`src/rtl/skein_pkg.sv`:
```
// Shared types and helpers for the skein512 result path (hit filter, share reporting).
package skein_pkg;

    typedef logic [511:0] skein_hash_t;
    typedef logic [31:0]  skein_nonce_t;

    localparam int SKEIN_NONCE_LAG_DEFAULT = 38;

    // Recovers the nonce that produced the hash currently at skein512's output.
    function automatic skein_nonce_t nonce_origin(input skein_nonce_t nonce, input int unsigned lag);
        return nonce - skein_nonce_t'(lag);
    endfunction

endpackage

```
`src/rtl/skein_hit_fifo.sv`:
```
// Synchronous FIFO with a first-word-fall-through head taken straight from the entry registers.
// A push into a full FIFO is accepted only when a pop happens in the same cycle.
module skein_hit_fifo #(
    parameter int WIDTH = 32,
    parameter int DEPTH = 4,
    parameter int AW    = $clog2(DEPTH)
) (
    input  logic             clk,
    input  logic             rst,
    input  logic             push,
    input  logic [WIDTH-1:0] push_data,
    input  logic             pop,
    output logic             full,
    output logic             empty,
    output logic [AW:0]      count,
    output logic [WIDTH-1:0] head
);

    logic [WIDTH-1:0] mem [DEPTH];
    logic [AW-1:0]    wr_ptr;
    logic [AW-1:0]    rd_ptr;
    logic             do_push;
    logic             do_pop;

    assign full    = (count == (AW + 1)'(DEPTH));
    assign empty   = (count == '0);
    assign do_pop  = pop && !empty;
    assign do_push = push && (!full || do_pop);
    // Stale entries stay in mem after a reset, so the head is forced to zero when empty.
    assign head    = empty ? '0 : mem[rd_ptr];

    always_ff @(posedge clk) begin
        if (do_push) begin
            mem[wr_ptr] <= push_data;
        end
    end

    always_ff @(posedge clk) begin
        if (rst) begin
            wr_ptr <= '0;
            rd_ptr <= '0;
            count  <= '0;
        end else begin
            if (do_push) begin
                wr_ptr <= wr_ptr + 1'b1;
            end
            if (do_pop) begin
                rd_ptr <= rd_ptr + 1'b1;
            end
            case ({do_push, do_pop})
                2'b10:   count <= count + 1'b1;
                2'b01:   count <= count - 1'b1;
                default: count <= count;
            endcase
        end
    end

endmodule

```
`src/rtl/skein_hit_filter.sv`:
```
// Flags skein512 results whose top word is below target and queues their origin nonces.
// Define HIT_HASH_CAPTURE_EN to store the full hash with each hit and expose it on out_hash.
module skein_hit_filter
    import skein_pkg::*;
#(
    parameter int NONCE_LAG  = SKEIN_NONCE_LAG_DEFAULT,
    parameter int FIFO_DEPTH = 4,
    parameter int FIFO_AW    = $clog2(FIFO_DEPTH)
) (
    input  logic         clk,
    input  logic         rst,
    input  logic         clr,
    input  logic [63:0]  target,
    input  logic         hash_vld,
    input  skein_hash_t  hash,
    input  skein_nonce_t nonce,
    output logic [31:0]  hit_cnt,
    output logic         overflow,
    output logic         out_vld,
    input  logic         out_rdy,
    output skein_nonce_t out_nonce
`ifdef HIT_HASH_CAPTURE_EN
    ,
    output skein_hash_t  out_hash
`endif
);

`ifdef HIT_HASH_CAPTURE_EN
    localparam int ENTRY_W = 544;
`else
    localparam int ENTRY_W = 32;
`endif

    logic               s1_hit;
    skein_nonce_t       s1_nonce;
    logic [ENTRY_W-1:0] push_data;
    logic [ENTRY_W-1:0] head;
    logic               fifo_full;
    logic               fifo_empty;
    logic [FIFO_AW:0]   fifo_count_unused;
    logic               pop;
    logic               drop;

    always_ff @(posedge clk) begin
        if (rst) begin
            s1_hit   <= 1'b0;
            s1_nonce <= '0;
        end else begin
            s1_hit <= hash_vld && (hash[511:448] < target);
            if (hash_vld) begin
                s1_nonce <= nonce_origin(nonce, NONCE_LAG);
            end
        end
    end

`ifdef HIT_HASH_CAPTURE_EN
    skein_hash_t s1_hash;

    always_ff @(posedge clk) begin
        if (rst) begin
            s1_hash <= '0;
        end else if (hash_vld) begin
            s1_hash <= hash;
        end
    end

    assign push_data = {s1_hash, s1_nonce};
    assign out_hash  = head[543:32];
`else
    logic [447:0] hash_low_unused;

    assign hash_low_unused = hash[447:0];
    assign push_data       = s1_nonce;
`endif

    assign out_vld   = !fifo_empty;
    assign out_nonce = head[31:0];
    assign pop       = out_vld && out_rdy;
    // A full FIFO still takes the hit when the head leaves in the same cycle.
    assign drop      = s1_hit && fifo_full && !pop;

    skein_hit_fifo #(
        .WIDTH (ENTRY_W),
        .DEPTH (FIFO_DEPTH),
        .AW    (FIFO_AW)
    ) u_fifo (
        .clk       (clk),
        .rst       (rst),
        .push      (s1_hit),
        .push_data (push_data),
        .pop       (pop),
        .full      (fifo_full),
        .empty     (fifo_empty),
        .count     (fifo_count_unused),
        .head      (head)
    );

    // A hit in the same cycle as clr wins: the counter restarts at one, not zero.
    always_ff @(posedge clk) begin
        if (rst) begin
            hit_cnt  <= '0;
            overflow <= 1'b0;
        end else begin
            if (s1_hit) begin
                hit_cnt <= clr ? 32'd1 : hit_cnt + 32'd1;
            end else if (clr) begin
                hit_cnt <= '0;
            end
            if (drop) begin
                overflow <= 1'b1;
            end else if (clr) begin
                overflow <= 1'b0;
            end
        end
    end

endmodule

```
`config.mk`:
```
export PLATFORM = sky130hd
export DESIGN_NAME = skein_hit_filter
export DESIGN_NICKNAME = d
export VERILOG_FILES = /design/src/rtl/skein_pkg.sv /design/src/rtl/skein_hit_fifo.sv /design/src/rtl/skein_hit_filter.sv
export SDC_FILE = /design/constraint.sdc
export NUM_CORES = 1
export LEC_CHECK = 0
export CORE_AREA = 2 2 267 269
export DETAILED_ROUTE_END_ITERATION = 12
export DIE_AREA = 0 0 269 271
export MAX_ROUTING_LAYER = met4
export PLACE_DENSITY = 0.49
export SLEW_MARGIN = 20
export SYNTH_ARGS = -nofsm -noshare
export SYNTH_HDL_FRONTEND = slang
export SYNTH_HIERARCHICAL = 1
export SYNTH_SLANG_ARGS = --single-unit
export TNS_END_PERCENT = 10
```
`constraint.sdc`:
```
create_clock -name clk -period 2.9 [get_ports clk]
set_input_delay 0.29 -clock clk [delete_from_list [all_inputs] [get_ports clk]]
set_output_delay 0.29 -clock clk [all_outputs]
set_load 0.005 [all_outputs]
```
---- Word level (Yosys, flattened, before mapping) ----
Memory sizes are Yosys's and may differ from the RTL's. A register that Yosys moved wholly into a read port is not among the register bits.
Index checks and enable logic that the tools add are counted.
operators by class
  add/sub/neg operators ................... 6
  magnitude comparators ................... 1
  eq/ne operators ......................... 3
  muxes and demuxes ....................... 11
  reduce and logical (&&, ||, !) cells .... 14
operator list
  kind                                                                   count
  32-bit two-way mux                                                     4
  64-bit less-than comparator                                            1
  32-bit by 1-bit adder with 32-bit output, second input constant        1
  32-bit by 6-bit subtractor with 32-bit output, second input constant   1
  1-bit logical AND                                                      6
  3-bit case mux with 2 select lines                                     1
  2-bit nonzero test                                                     3
  2-bit by 1-bit adder with 2-bit output, second input constant          2
  1-bit two-way mux                                                      4
  2-bit two-way mux                                                      2
  3-bit by 1-bit adder with 3-bit output, second input constant          1
  3-bit equality test, second input constant                             1
  1-bit logical NOT                                                      3
  3-bit logical NOT                                                      1
  3-bit by 1-bit subtractor with 3-bit output, second input constant     1
  2-bit by 1-bit equality test with 1-bit output, second input constant  1
  2-bit equality test, second input constant                             1
  1-bit logical OR                                                       1
storage, ports and cells
  register bits after elaboration ......... 73
  RAM bits ................................ 128
  bits of input ports ..................... 613
  output and inout port bits .............. 66
  logic and storage cells ................. 43
  memories kept ........................... 1
memories
  name        depth  width  read ports  clocked after Yosys merged registers in  wr ports  RTL line              RTL
  u_fifo.mem  4      32     1           1                                        1         skein_hit_fifo.sv:19  logic [WIDTH-1:0] mem [DEPTH];

---- Longest topological paths before layout ----
  depth in word-level cells ............... 8
  depth in mapped cells ................... 11
  depth with buffers taken out ............ 8

---- Hierarchy ----
The synthesis kept the hierarchy.
modules (own cells, without submodules)
  module            instances  cells an instance  area an instance (um^2)
  skein_hit_fifo    1          267                5417.7
  skein_hit_filter  1          574                4608.2

---- Worst setup path after synthesis ----
No wires, ideal clock.
  path type ............................... register -> register
  from .................................... reg u_fifo.count[0]
  to ...................................... mem u_fifo.mem[0][0] (enable)
  setup time .............................. 404 ps
  data arrival time ....................... 2297 ps
  required time ........................... 2496 ps
  path slack .............................. 199 ps
  stages on the path, launching flop included .. 8
  cells stage by stage .................... dfxtp_1 buf_6 nor3_2 clkbuf_1 nor2b_1 buf_2 or4b_4 and3_1
between the ends
  word-level cells in the longest chain between the ends .. 8
  elaborated cells on any way between the ends .. 10
RTL lines
  what                                     RTL line                RTL
  start: declaration                       skein_hit_fifo.sv:15    output logic [AW:0] count,
  start signal: assignment                 skein_hit_fifo.sv:51    2'b10: count <= count + 1'b1;
  start signal: assignment                 skein_hit_fifo.sv:52    2'b01: count <= count - 1'b1;
  start signal: assignment                 skein_hit_fifo.sv:53    default: count <= count;
  3-bit logical NOT                        skein_hit_fifo.sv:26    assign empty = (count == '0);
  named net fifo_empty                     skein_hit_filter.sv:39  logic fifo_empty;
  1-bit logical NOT                        skein_hit_filter.sv:76  assign out_vld = !fifo_empty;
  1-bit logical AND                        skein_hit_filter.sv:78  assign pop = out_vld && out_rdy;
  named net pop                            skein_hit_filter.sv:41  logic pop;
  1-bit logical AND                        skein_hit_fifo.sv:27    assign do_pop = pop && !empty;
  1-bit logical OR                         skein_hit_fifo.sv:28    assign do_push = push && (!full || do_pop);
  1-bit logical AND                        skein_hit_fifo.sv:28
  1-bit two-way mux                        skein_hit_fifo.sv:33    if (do_push) begin
  1-bit two-way mux (implied by the code)  skein_hit_fifo.sv:34    mem[wr_ptr] <= push_data;
  end: declaration                         skein_hit_fifo.sv:19
The timed path passes the listed nets, and every way through them passes these cells.

==> results.py <==
metrics = {
    "outcome": {
        "status": "finished clean",
    },
    "synthesis": {
        "synth_common_cells": "edfxtp_1, inv_1, dfxtp_1",
        "synthMostInstantiatedCell": "edfxtp_1",
        "netlist-cell-type-count": 56,
        "synth.top_cell.area_share_pct": 38.34,
        "syn_area_um2": 10030,
        "synthTopCellsByArea": "edfxtp_1, dfxtp_1, ha_1",
        "ys_seq_area_share_pct": 53.31,
        "synth-edff-count": 128,
        "synthArstFlopShare_pct": 0,
        "synthCells": 841,
        "avgSynthCellArea_um2": 11.92,
        "synth_ff_type": "edfxtp_1",
        "syn_nets": 1524,
        "yosys_register_bits": 203,
        "yosysWarnings": 6,
        "synth_top_area_cell": "edfxtp_1",
    },
    "pwr": {
        "p_comb_share_pct": 10.4,
        "ir_drop_mv": 0.3525,
        "leakagePower_nw": 4.987,
        "p_int_mw": 5.176,
        "power_density_nw_per_um2": 467.7,
        "clockPowerShare_pct": 42.0,
        "power.switching_mw": 1.538,
        "finalPower_mw": 6.714,
        "power.share.sequential_pct": 47.6,
        "switching_share_pct": 22.91,
    },
    "placement": {
        "io_buffers": 230,
        "dp_hpwl_mm": 22.36,
        "place_congestion": 0.8299,
    },
    "job": {
        "drv_cap": 0,
    },
    "critical_path": {
        "cp_cell_sequence": "buf_12 > mux4_2 > nor2b_1 > clkdlybuf4s50_1",
        "startpoint_type": "flip-flop",
        "worstPathRequired_ns": 2.61,
        "cpPeakStageDelay_ns": 0.58,
        "critPathTopFamily": "buffers and inverters",
        "crit_fanout": 32,
        "endpoint_kind": "output pin",
        "cp_num_buf_inv": 2,
        "cp.arrival_ns": 2.41,
        "critPathKind": "flip-flop to output pin",
        "cpMaxStageDelayCell": "clkdlybuf4s50_1",
    },
    "grt": {
        "grt_usage_pct": 8.423,
        "grt_max_degree": 43,
        "grt_pass1_wl_mm": 45.19,
        "antenna_found_initial": 3,
        "grt_pass1_vias": 7864,
        "grt.overflow.total": 0,
    },
    "timing": {
        "hold_viol": 0,
        "relSlewSlack_pct": 57.45,
        "period_share_pct": 92.94,
        "grt_setup_unrepaired": "no",
        "max_freq_ghz": 0.3710,
        "period_needed_ns": 2.695,
        "tightest_slew_ns": 0.6382,
        "finalSetupViolCount": 0,
        "finClkSkew_ns": 0.01965,
        "timing.final.max_slew_violations": 0,
    },
    "clock_network": {
        "postCtsSetupRepairBufs": 0,
        "worstSkewPairLatency_ns": 0.53,
        "numCtsBuffers": 23,
        "clkTransAtPathRegs_ns": 0.06,
        "cts.sinks": 203,
        "cts_root_buf": "clkbuf_16",
        "cts_buffer_depth": 3,
        "cts_max_level": 1,
        "cts_tree": "built",
    },
    "routing": {
        "via_count": 7407,
        "wl_per_cell_um": 14.69,
        "via_per_inst": 3.599,
        "drt_first_iter_violations": 398,
        "drc_errors": 0,
        "routed_wl_mm": 30.24,
        "final_antenna_net_count": 0,
        "first_pass_iters": 4,
    },
    "floorplan": {
        "initial_utilization_pct": 14.37,
        "core_area_um2": 69790,
        "die_x_um": 269,
        "die_h_um": 271,
        "ios": 679,
        "die_area_um2": 72900,
        "rows": 97,
    },
    "min_path": {
        "hold_path_class": "input pin to flip-flop",
    },
    "finish": {
        "final_nets": 1781,
        "final_layout_size_suffix_gt1_share_pct": 10.40,
        "area_growth_pct": 43.18,
        "final_util_pct": 20.57,
    },
}
## cell usage in the layout (no fill, tap or decap), drive strengths merged, types with 3 or more instances in the layout
master / Yosys / layout
nand2b: 7 / 7
nor3: 13 / 13
nor2b: 37 / 37
o21ai: 26 / 26
nor4: 5 / 5
nand2: 23 / 23
clkdlybuf4s50: 0 / 228
a31oi: 3 / 3
and3: 6 / 6
edfxtp: 128 / 128
clkbuf: 17 / 30
diode: 0 / 3
a311oi: 9 / 9
mux4: 32 / 32
nand3: 19 / 19
a21oi: 35 / 35
inv: 77 / 79
mux2i: 5 / 5
xor2: 18 / 18
or4: 6 / 6
or2: 6 / 6
a21o: 17 / 17
nor2: 73 / 73
and4: 4 / 4
or3: 26 / 26
dfxtp: 75 / 75
a211oi: 21 / 21
ha: 69 / 69
a211o: 3 / 3
xnor2: 23 / 23
nand4: 21 / 21
clkinv: 0 / 7
buf: 15 / 35
## flip-flops by register name, summed over array words and instances, names as in the netlist, named ones only
register and flops:
u_fifo/mem 128, overflow 1, u_fifo/wr_ptr 2, hit_cnt 32, s1_hit 1, push_data 32
u_fifo/rd_ptr 2, u_fifo/count 3
## routing by layer
layer | up-vias | share of wire (%) | track usage (%)
met3 | 27 | 9.2 | 3.031
met1 | 3513 | 42 | 9.677
li1 | 3602 | - | -
met5 | - | 0 | -
met4 | 0 | 1.9 | 2.061
met2 | 265 | 47 | 13.88
## final timing paths
check	from	endpoint	slack, ns	cells past startpoint
setup reg to reg	hit_cnt[1]	hit_cnt[20]	0.61	7
hold / removal	hash_vld	push_data[1]	0.25	3
setup / recovery	flip-flop	out_nonce[30]	0.20	4
hold reg to reg	push_data[18]	u_fifo/mem[3][18]	0.50	0
## through the flow
step | hold slack [ns] | setup slack, ns | cell area [um2] | cells | setup TNS, ns
2_1_floorplan | 0.3890 | 0.1990 | 10030 | 841 | 0
3_3_place_gp | 0.4732 | -0.01095 | 13600 | 2012 | -0.01867
3_5_place_dp | 0.4900 | -0.07401 | 13600 | 2012 | -0.09541
4_1_cts | 0.2217 | 0.03609 | 14350 | 2055 | 0
5_1_grt | 0.2541 | 0.04768 | 14360 | 2058 | 0
6_report | 0.2486 | 0.2047 | 14360 | 2058 | 0
## power groups by stage
| stage | Clock, mW | Sequential, mW | Combinational [mW] |
|---|---|---|---|
| after floorplan | 0 | 3.24 | 0.305 |
| after global placement | 0 | 3.25 | 0.699 |
| after detailed placement | 0 | 3.26 | 0.706 |
| after CTS | 2.93 | 3.20 | 0.713 |
| after global routing | 3.04 | 3.21 | 0.774 |
| final | 2.82 | 3.20 | 0.698 |
## cell families (layout without fill, tap and decap cells)
group | count (synthesis) | in the layout | synth area share [%]
buf+inv | 109 | 383 | 4.630
other cells | 0 | 3 | 0
xor+xnor | 41 | 41 | 3.582
mux | 39 | 39 | 7.912
fa+ha+maj | 70 | 70 | 8.811
compound gates | 128 | 128 | 8.361
simple gates | 251 | 251 | 13.39
flops | 203 | 203 | 53.31
## worst min-delay path, cell delays in order
cell	delay, ns
buf_2	0.24
nor2_1	0.15
a211oi_1	0.05
## final cells by class
type / count / area [um2]
fill: 7543 / 55430
clock inverter: 12 / 105.1
inverter: 77 / 289.0
multi-input combinational: 529 / 4223
antenna: 3 / 7.507
tap: 940 / 1176
sequential: 203 / 5348
clock buffer: 30 / 631.9
timing repair buffer: 264 / 2575
## what timing repair did
action | in CTS | in global routing
hold buffers | 1 | 0
gates resized for setup | 0 | 1
endpoints found under the hold margin | 1 | 0
endpoints found under the setup margin | 0 | 1
Note: power is estimated with default switching activity, not from simulation.
